--- src/rtl/frame_grab_ctrl.sv ---
// Single-shot frame capture into the pixel buffer, then byte-wise drain
// to the UART with an idle holdoff before each write.
module frame_grab_ctrl #(
  parameter int ADDR_W       = 19,
  parameter int FRAME_PIXELS = 307200,
  parameter int HOLDOFF      = 64
) (
  input  logic              clk,
  input  logic              rst,
  input  logic              arm,
  input  logic              frame_start,
  input  logic              frame_end,
  input  logic              pix_valid,
  input  logic [7:0]        pix_data,
  output logic              buf_we,
  output logic [ADDR_W-1:0] buf_waddr,
  output logic [7:0]        buf_wdata,
  output logic [ADDR_W-1:0] buf_raddr,
  input  logic [7:0]        buf_rdata,
  output logic              tx_wr,
  output logic [7:0]        tx_data,
  input  logic              tx_busy,
  output logic              busy,
  output logic              done,
  output logic              overflow,
  output logic [ADDR_W:0]   pix_count
);

  localparam int HW = $clog2(HOLDOFF + 1);
  localparam logic [HW-1:0] HOLD = HW'(HOLDOFF);
  localparam logic [HW-1:0] H_ONE = HW'(1);
  localparam logic [ADDR_W:0] FP = (ADDR_W + 1)'(FRAME_PIXELS);
  localparam logic [ADDR_W:0] ONE = (ADDR_W + 1)'(1);

  typedef enum logic [2:0] {
    S_IDLE,
    S_WAIT_FS,
    S_CAPTURE,
    S_DRAIN_RD,
    S_DRAIN_LAT,
    S_DRAIN_LATCH,
    S_DRAIN_WAIT,
    S_DONE
  } state_t;

  state_t            r_state;
  state_t            w_nxt;
  logic              r_buf_we;
  logic [ADDR_W-1:0] r_buf_waddr;
  logic [7:0]        r_buf_wdata;
  logic [ADDR_W:0]   r_raddr;
  logic [7:0]        r_tx_data;
  logic              r_overflow;
  logic [ADDR_W:0]   r_pix_count;
  logic [HW-1:0]     r_hcnt;

  logic              w_store;
  logic              w_ovf;
  logic              w_tx_wr;
  logic              w_clear;
  logic              w_drain0;
  logic [ADDR_W:0]   w_cnt_nxt;
  logic [ADDR_W:0]   w_raddr_inc;

  assign w_raddr_inc = r_raddr + ONE;

  always_ff @(posedge clk) begin
    if (rst) r_state <= S_IDLE;
    else     r_state <= w_nxt;
  end

  always_comb begin
    w_nxt     = r_state;
    w_store   = 1'b0;
    w_ovf     = 1'b0;
    w_tx_wr   = 1'b0;
    w_clear   = 1'b0;
    w_drain0  = 1'b0;
    w_cnt_nxt = r_pix_count;
    unique case (r_state)
      S_IDLE, S_DONE: begin
        if (arm) begin
          w_nxt   = S_WAIT_FS;
          w_clear = 1'b1;
        end
      end
      S_WAIT_FS: begin
        if (frame_start) w_nxt = S_CAPTURE;
      end
      S_CAPTURE: begin
        if (pix_valid) begin
          if (r_pix_count < FP) begin
            w_store   = 1'b1;
            w_cnt_nxt = r_pix_count + ONE;
          end else begin
            w_ovf = 1'b1;
          end
        end
        if (frame_end) begin
          w_drain0 = 1'b1;
          w_nxt    = (w_cnt_nxt == '0) ? S_DONE : S_DRAIN_RD;
        end
      end
      S_DRAIN_RD:    w_nxt = S_DRAIN_LAT;
      S_DRAIN_LAT:   w_nxt = S_DRAIN_LATCH;
      S_DRAIN_LATCH: w_nxt = S_DRAIN_WAIT;
      S_DRAIN_WAIT: begin
        if (r_hcnt == HOLD && !tx_busy) begin
          w_tx_wr = 1'b1;
          w_nxt   = (w_raddr_inc == r_pix_count) ? S_DONE : S_DRAIN_RD;
        end
      end
      default: w_nxt = S_IDLE;
    endcase
  end

  always_ff @(posedge clk) begin
    if (rst) begin
      r_buf_we    <= 1'b0;
      r_buf_waddr <= '0;
      r_buf_wdata <= '0;
      r_raddr     <= '0;
      r_tx_data   <= '0;
      r_overflow  <= 1'b0;
      r_pix_count <= '0;
      r_hcnt      <= '0;
    end else begin
      r_buf_we <= w_store;
      if (w_store) begin
        r_buf_waddr <= r_pix_count[ADDR_W-1:0];
        r_buf_wdata <= pix_data;
      end
      if (w_clear) begin
        r_pix_count <= '0;
        r_overflow  <= 1'b0;
        r_buf_waddr <= '0;
      end else begin
        r_pix_count <= w_cnt_nxt;
        if (w_ovf) r_overflow <= 1'b1;
      end
      if (w_drain0)     r_raddr <= '0;
      else if (w_tx_wr) r_raddr <= w_raddr_inc;
      if (r_state == S_DRAIN_LATCH) r_tx_data <= buf_rdata;
      // holdoff only accumulates uninterrupted idle cycles in DRAIN_WAIT
      if (r_state != S_DRAIN_WAIT || tx_busy || w_tx_wr) r_hcnt <= '0;
      else if (r_hcnt != HOLD) r_hcnt <= r_hcnt + H_ONE;
    end
  end

  assign buf_we    = r_buf_we;
  assign buf_waddr = r_buf_waddr;
  assign buf_wdata = r_buf_wdata;
  assign buf_raddr = r_raddr[ADDR_W-1:0];
  assign tx_wr     = w_tx_wr;
  assign tx_data   = r_tx_data;
  assign busy      = (r_state != S_IDLE) && (r_state != S_DONE);
  assign done      = (r_state == S_DONE);
  assign overflow  = r_overflow;
  assign pix_count = r_pix_count;

endmodule

--- config.mk ---
export PLATFORM = sky130hd
export DESIGN_NAME = frame_grab_ctrl
export DESIGN_NICKNAME = d
export VERILOG_FILES = /design/src/rtl/frame_grab_ctrl.sv
export SDC_FILE = /design/constraint.sdc
export NUM_CORES = 1
export LEC_CHECK = 0
export ABC_AREA = 1
export CORE_MARGIN = 1.5
export CORE_UTILIZATION = 46
export DETAILED_ROUTE_END_ITERATION = 6
export HOLD_SLACK_MARGIN = 0.05
export PLACE_DENSITY = 0.73
export SLEW_MARGIN = 30
export SYNTH_ARGS = -nofsm -noshare
export SYNTH_HDL_FRONTEND = slang
export SYNTH_SLANG_ARGS = --single-unit
--- constraint.sdc ---
create_clock -name clk -period 3.24 [get_ports clk]
set_input_delay 0.486 -clock clk [delete_from_list [all_inputs] [get_ports clk]]
set_output_delay 0.486 -clock clk [all_outputs]
set_load 0.1 [all_outputs]
Yosys cells after proc, flatten, opt, wreduce, memory -nomap -nowiden
Cells that the tools add are included. W data, S select, Z words.

Flip-flop bits (word level): 87. Word-level logic and storage cells: 64. Output and inout bits: 79. Bits of input ports: 23.

$lt $le $gt $ge: 1. Add/subtract/negate cells: 3. Reduce and logical (&&, ||, !) cells: 13. Equal/unequal tests: 16. Multiplexer cells: 22.

Operator list (count): $mux W20 (3); $add A20 B1 Y20 const B (2); $pmux W3 S7 (1); $eq A20 B20 Y1 (1); $logic_not A20 Y1 (1); $lt A20 B19 Y1 const B (1); $mux W3 (6); $eq A3 B3 Y1 const B (4); $mux W1 (12); $ne A2 B2 Y1 const B (4); $reduce_or A2 Y1 (4); $add A7 B1 Y7 const B (1); $eq A7 B7 Y1 const B (1); $ne A7 B7 Y1 const B (1); $eq A3 B2 Y1 const B (2); $ne A3 B3 Y1 const B (2); $reduce_and A4 Y1 (1); $eq A3 B1 Y1 const B (1); $logic_not A3 Y1 (1); $reduce_bool A3 Y1 (1); $logic_and A1 B1 Y1 (2); $logic_or A1 B1 Y1 (2); $logic_not A1 Y1 (1).

Logic depth before layout (Yosys ltp)
Gate-level depths: netlist of run 1.

Depth after elaboration: 8. Depth in mapped cells: 17.

Worst setup path after synthesis of run 1
Ideal clock, no wire load.

Path kind: register to register. Start point: register r_pix_count[1], in the netlist pix_count[1]. End point: register r_state[2]. Required time: 3173 ps. Cell stages (with the launch flop): 18. Period minus slack after synthesis: 2573 ps. Library setup time: 67 ps. Data arrival time: 2506 ps. Path buffers: 0. Setup slack: 667 ps. Cells stage by stage: dfxtp_1 -> ha_1 -> inv_1 -> nor2_1 -> nand2_1 -> nor2_4 -> nand3_2 -> inv_2 -> nand2_1 -> nand2_1 -> nand2_1 -> inv_1 -> nand2_1 -> nor2_1 -> nand2_1 -> nand3_1 -> nand2_1 -> a21oi_2.

Cells in the longest elaborated chain, start to end: 8. Elaborated cells on any way between the ends: 12. Those cells by class: add/sub: 1; order compare: 1; eq/ne: 1; mux: 8; reduce/logical: 1.

Ends and longest elaborated chain: start: declaration (line 54) `logic [ADDR_W:0] r_pix_count;`; start signal: assignment (line 138) `r_pix_count <= w_cnt_nxt;`; $add A20 B1 Y20 / $lt A20 B19 Y1 (equally long branches) (line 94, 92); $mux W20 (line 92) `if (r_pix_count < FP) begin`; $mux W20 (line 91) `if (pix_valid) begin`; $mux W20 (line 80) `unique case (r_state)`; $logic_not A20 Y1 (line 101) `w_nxt = (w_cnt_nxt == '0) ? S_DONE : S_DRAIN_RD;`; $mux W3 (line 101); $mux W3 (line 99) `if (frame_end) begin`; $pmux W3 S7 (*) (line 80); end signal: assignment (line 69) `else r_state <= w_nxt;`; end: declaration (line 46) `state_t r_state;`.

Every way passes the cells marked *; elsewhere a longest branch is shown, timed or not. The select of a mux whose other input is x is not followed. A chain may end at the register's enable or synchronous reset.

Worst setup path after layout of run 1
Start point: register r_state[2]. End point: output port tx_wr.

Cells in the longest elaborated chain, start to end: 2.

Ends and longest elaborated chain: $eq A3 B3 Y1 (line 80); $mux W1 (line 80); end: declaration (line 20) `output logic tx_wr,`.

No other way between the ends.

==> reports/metrics.yaml, run 1 <==
floorplanning:
  die_height_um: 107
  start_util_pct: 47.8
  die_width_um: 107
  die_area_mm2: 0.0115
  core_mm2: 0.0104
  pin_count: 102
  rows: 37
worst_hold_path:
  min_path_type: "reg2reg"
  hold_end: "tx_data[2]"
  min_from: "tx_data[2]"
  hold_depth: 2
layout:
  final_nets: 857
  syn2layout_area_growth_pct: 22.1
  stdcell_area_mm2: 0.00608
  fillerInstances: 1000
  drive_gt1_share_pct: 12.7
  final_cells: 971
  diodes: 0
pwr:
  p_per_area_mw_per_mm2: 711
  power.total_mw: 4.32
  p_leak_nw: 2.62
  max-vdd-ir-drop_v: 0.000450
synthesis:
  syn_avg_cell_area_um2: 6.64
  yosysMostFrequentCell: "nand2_1"
  syn_nets: 777
  ys_warn_count: 0
  syn_inst: 750
  synth_top_area_share_pct: 35.0
  ys.flop_type: "dfxtp_1"
  synth_edf_count: 0
  syn_area_mm2: 0.00498
  yosysUniqueCellTypes: 40
  synth_common_cells: "nand2_1 (179), inv_1 (88), dfxtp_1 (87), nor2_1 (74), nand3_1 (67)"
  ys_seq_area_share_pct: 35.0
  yosys.area.top_type: "dfxtp_1"
  postSynth.asyncResetShare_pct: 0
  synth.area.top_cells: "dfxtp_1 (35%), nand2_1 (13%), nand3_1 (6.7%)"
  synth_seq_cells: 87
job:
  cap_violations: 0
global_routing:
  grt_first_pass_wirelength_mm: 22.9
  antenna_found_initial: 0
  grt_overflow: 0
  grt_start_max_net_pins: 41
  grtUsageTotal_pct: 25.4
  first_global_vias: 4726
sta:
  setup_viol: 0
  fmax_mhz: 394
  tightest_slew_ns: 0.996
  slew_violations: 0
  max_slew_margin_pct: 33.4
  fin_skew_ns: 0.00754
  period_needed_ns: 2.54
  finalHoldViolations: 0
  rsz0062_at_grt: "false"
  finalCritPeriodShare_pct: 78.4
  finalSetupTns_ns: 0
placed_design:
  gp_congestion: 0.936
  placed_area_mm2: 0.00587
  dp.final_hpwl_mm: 10.7
  dpl.cell_count: 955
  portBuffers: 101
worst_setup_path:
  crit_required_ns: 2.75
  r2r_slack_ns: 0.91
  endpoint_kind: "output pin"
  path_class: "reg2out"
  r2r-start: "r_state[2]"
  r2r-end: "r_raddr[8]"
  critPathMaxFanout: 14
  cp.arrival_ns: 2.05
  startpoint_type: "flop"
  r2r_cells: 8
routing:
  vias: 5144
  drt_iter0_markers: 376
  dr.pass1.iters: 6
  drc: 0
  ant_nets: 0
  wl_per_cell_um: 14.6
  drt-total-wl_mm: 14.2
  viasPerCell: 5.30
cts:
  cts_root_buf: "clkbuf_8"
  clock_tree.buffer_depth: 2
  cts_made_buffers: 9
  post_cts_buffers: 0
  cts_tree: "built"
  htreeDepth: 3
  clk_pin_slew_ns: 0.09
  hold_buffers: 0
  cts_sinks: 87
  post_cts_resized: 0
  insertion_delay_ns: 0.37
status:
  outcome: "completed"
==> metal layers <==
layer  share of wire, %  track usage (%)
met5                  0                0
met3                6.5             4.50
met2                 45             39.7
met1                 47             34.6
met4                1.9             9.90
==> how the worst max path moves through the flow <==
stage            endpoint          from  depth (start not counted)  slack, ns
3_5_place_dp   r_state[2]     pix_valid                         17       0.79
3_3_place_gp   r_state[2]     pix_valid                         17       0.83
4_1_cts             tx_wr    r_state[2]                          5       0.68
5_1_grt             tx_wr    r_state[2]                          5       0.50
2_1_floorplan  r_state[2]  pix_count[1]                         17       0.67
6_report            tx_wr    r_state[2]                          5       0.70
==> worst max-delay path, stage by stage (launching register included) <==
cell and delay [ns]:
dfxtp_1 0.63, nand2_1 0.24, nor2_1 0.26, nand3_1 0.15, inv_1 0.19, buf_12 0.20
==> area by class of cell <==
cell class | instances | area [um^2] | share of cell area, %
clock buffers | 10 | 138 | 2.26
clock inverters | 6 | 67.6 | 1.11
inverters | 93 | 349 | 5.74
multi-input cells | 531 | 2650 | 43.5
flip-flops and latches | 87 | 1740 | 28.6
well taps | 136 | 170 | 2.80
repair buffers | 108 | 966 | 15.9
==> placed cells by master, fill, tap and decap left out, types with 2 or more instances in the layout <==
master / count
a21oi_1: 58
nand3_2: 6
clkbuf_8: 10
xor2_1: 5
inv_2: 4
xnor2_1: 2
nor2_1: 74
inv_1: 88
ha_1: 4
nand4_1: 11
o211ai_1: 9
nor3_2: 3
nor2_4: 8
nor2_2: 3
nand3_1: 67
o21bai_1: 2
dfxtp_1: 87
clkinv_2: 2
o21ai_1: 3
nand2_1: 179
nand2_2: 9
nor3_1: 5
buf_4: 50
clkdlybuf4s50_1: 57
xnor3_1: 3
a21oi_2: 3
nor3b_1: 2
a31oi_1: 5
o21ai_0: 61
==> kinds of logic after synthesis <==
family	synth area share (%)
adders and majority gates	1.01
xor gates and xnor gates	2.59
buffers and inverters	11.8
AOI/OAI and AO/OA	15.7
and+or+nand+nor	33.9
DFF	35.0
==> through the flow <==
step                setup slack [ns]  utilization [%]  hold WS (ns)
finish                         0.700             58.4         0.466
global route                   0.495             58.4         0.500
CTS                            0.678             58.4         0.469
detailed placement             0.794             56.4         0.454
global placement               0.825             56.4         0.450
floorplan                      0.667                -         0.447
==> power breakdown <==
group / total, mW / switching (mW) / internal [mW]
clock network: 0.793 / 0.410 / 0.383
logic: 2.11 / 1.62 / 0.487
registers: 1.42 / 0.210 / 1.21
total: 4.32 / 2.24 / 2.08
==> flip-flops by register name, summed over array words and instances (netlist names) <==
register and count:
buf_wdata 8, r_hcnt 7, pix_count 20, r_state 3
buf_waddr 19, tx_data 8, overflow 1, buf_we 1
r_raddr 20
Power figures use the tool's default switching activity.
==> run 2: changes to the inputs <==
PLACE_DENSITY = 0.76   (was 0.73)
clock period = 2.3 ns   (was 3.24 ns; I/O delays follow)
==> reports/metrics.yaml, run 2 (same netlist as run 1, synthesis figures left out) <==
status:
  outcome: "completed"
layout:
  post-route-util_pct: 58.9
  drive_gt1_share_pct: 19.5
  diodes: 0
  syn2layout_area_growth_pct: 23.3
  layout_common_cells: "nand2_1 (179), buf_4 (91), inv_1 (87)"
  fillerInstances: 974
  final_nets: 866
  final_common_cell: "nand2_1"
placed_design:
  gp_congestion: 0.994
  place_ws_ns: -0.0105
  portBuffers: 101
  dp.final_hpwl_mm: 11.0
pwr:
  power.total_mw: 6.13
  p_leak_nw: 2.75
  max-vdd-ir-drop_v: 0.000693
  p_per_area_mw_per_mm2: 1000
worst_setup_path:
  r2r_cells: 15
  endpoint_kind: "output pin"
  r2r_slack_ns: 0.23
  r2r-end: "r_state[2]"
  r2r-start: "r_raddr[0]"
  path_class: "reg2out"
  cp.arrival_ns: 1.81
  crit_required_ns: 1.96
  critPathMaxFanout: 7
  startpoint_type: "flop"
routing:
  drt_iter0_markers: 393
  ant_nets: 0
  drc: 0
  viasPerCell: 5.27
  wl_per_cell_um: 14.7
  dr.pass1.iters: 6
  drt-total-wl_mm: 14.4
  vias: 5158
job:
  cap_violations: 0
worst_hold_path:
  hold_end: "tx_data[2]"
  min_path_type: "reg2reg"
  min_from: "tx_data[2]"
  hold_depth: 2
floorplanning:
  pin_count: 102
  core_mm2: 0.0104
  start_util_pct: 47.8
  rows: 37
  die_height_um: 107
  die_area_mm2: 0.0115
  die_width_um: 107
sta:
  fin_ws_ns: 0.143
  tightest_slew_ns: 0.524
  finalCritPeriodShare_pct: 93.8
  fmax_mhz: 464
  period_needed_ns: 2.16
  finalHoldViolations: 0
  slew_violations: 0
  rsz0062_at_grt: "false"
  max_slew_margin_pct: 64.5
  fin_skew_ns: 0.0166
  setup_viol: 0
global_routing:
  grt_first_pass_wirelength_mm: 23.2
  antenna_found_initial: 0
  grt_start_max_net_pins: 46
  grt_overflow: 0
  grtUsageTotal_pct: 25.4
  first_global_vias: 4801
cts:
  cts_sinks: 87
  clk_pin_slew_ns: 0.09
  clock_tree.buffer_depth: 2
  cts_tree: "built"
  cts_made_buffers: 9
  cts_root_buf: "clkbuf_8"
  insertion_delay_ns: 0.37
  htreeDepth: 3
## run 2: per-layer routing
metal / up-vias / global-route usage [%] / wire (um) / share of wire (%)
met4: 0 / 7.71 / 216 / 1.5
met5: - / 0 / 0 / 0
met2: 176 / 41.0 / 6670 / 46
met3: 16 / 4.68 / 931 / 6.5
li1: 2615 / - / - / -
met1: 2351 / 34.3 / 6590 / 46
## run 2: critical path, stage by stage (launching register included)
cell and delay (ns):
dfxtp_1 0.33, inv_1 0.10, ha_1 0.15, nand2_1 0.08, nor4_4 0.22, nand3_1 0.21
inv_4 0.17, buf_12 0.19
## run 2: layout make-up
type	instances	area, um^2	area share (%)
clock buffers	11	141	2.30
clock inverters	4	55.1	0.897
inverters	93	352	5.73
multi-input cells	531	2670	43.6
flip-flops and latches	87	1760	28.7
well taps	136	170	2.77
repair buffers	117	983	16.0
## run 2: metrics by stage
step	area, um^2	TNS [ns]	instances	hold slack, ns
6_report	6130	0	979	0.469
5_1_grt	6130	0	979	0.496
4_1_cts	6090	0	977	0.474
3_5_place_dp	5890	-0.0105	962	0.459
3_3_place_gp	5890	0	962	0.452
2_1_floorplan	4990	0	750	0.423
## run 2: worst max-delay path by stage
stage                              from         end  slack (ns)  depth (start not counted)
after global routing          r_hcnt[0]       tx_wr       0.009                          7
final                         r_hcnt[0]       tx_wr        0.14                          7
after global placement        pix_valid  r_state[2]        0.06                         17
after CTS                     r_hcnt[0]       tx_wr        0.03                          7
after detailed placement      pix_valid  r_state[2]       -0.01                         17
after floorplan           pix_count[17]  r_state[2]       0.001                         12
## run 2: what timing repair did
| action | in CTS | in global routing |
|---|---|---|
| hold buffers | 0 | 0 |
| pin swaps | 0 | 1 |
| hold endpoints to repair | 0 | 0 |
| cloned | 0 | 0 |
| endpoints found under the setup margin | 1 | 3 |
| gates resized for setup | 1 | 6 |
| buffers inserted | 0 | 2 |
## run 2: power breakdown
part | leakage, nW | total [mW] | switching, mW | internal, mW
clock | 0.0960 | 1.09 | 0.554 | 0.532
sequential | 0.711 | 1.98 | 0.260 | 1.72
combinational | 1.94 | 3.06 | 2.34 | 0.728
total | 2.75 | 6.13 | 3.15 | 2.98
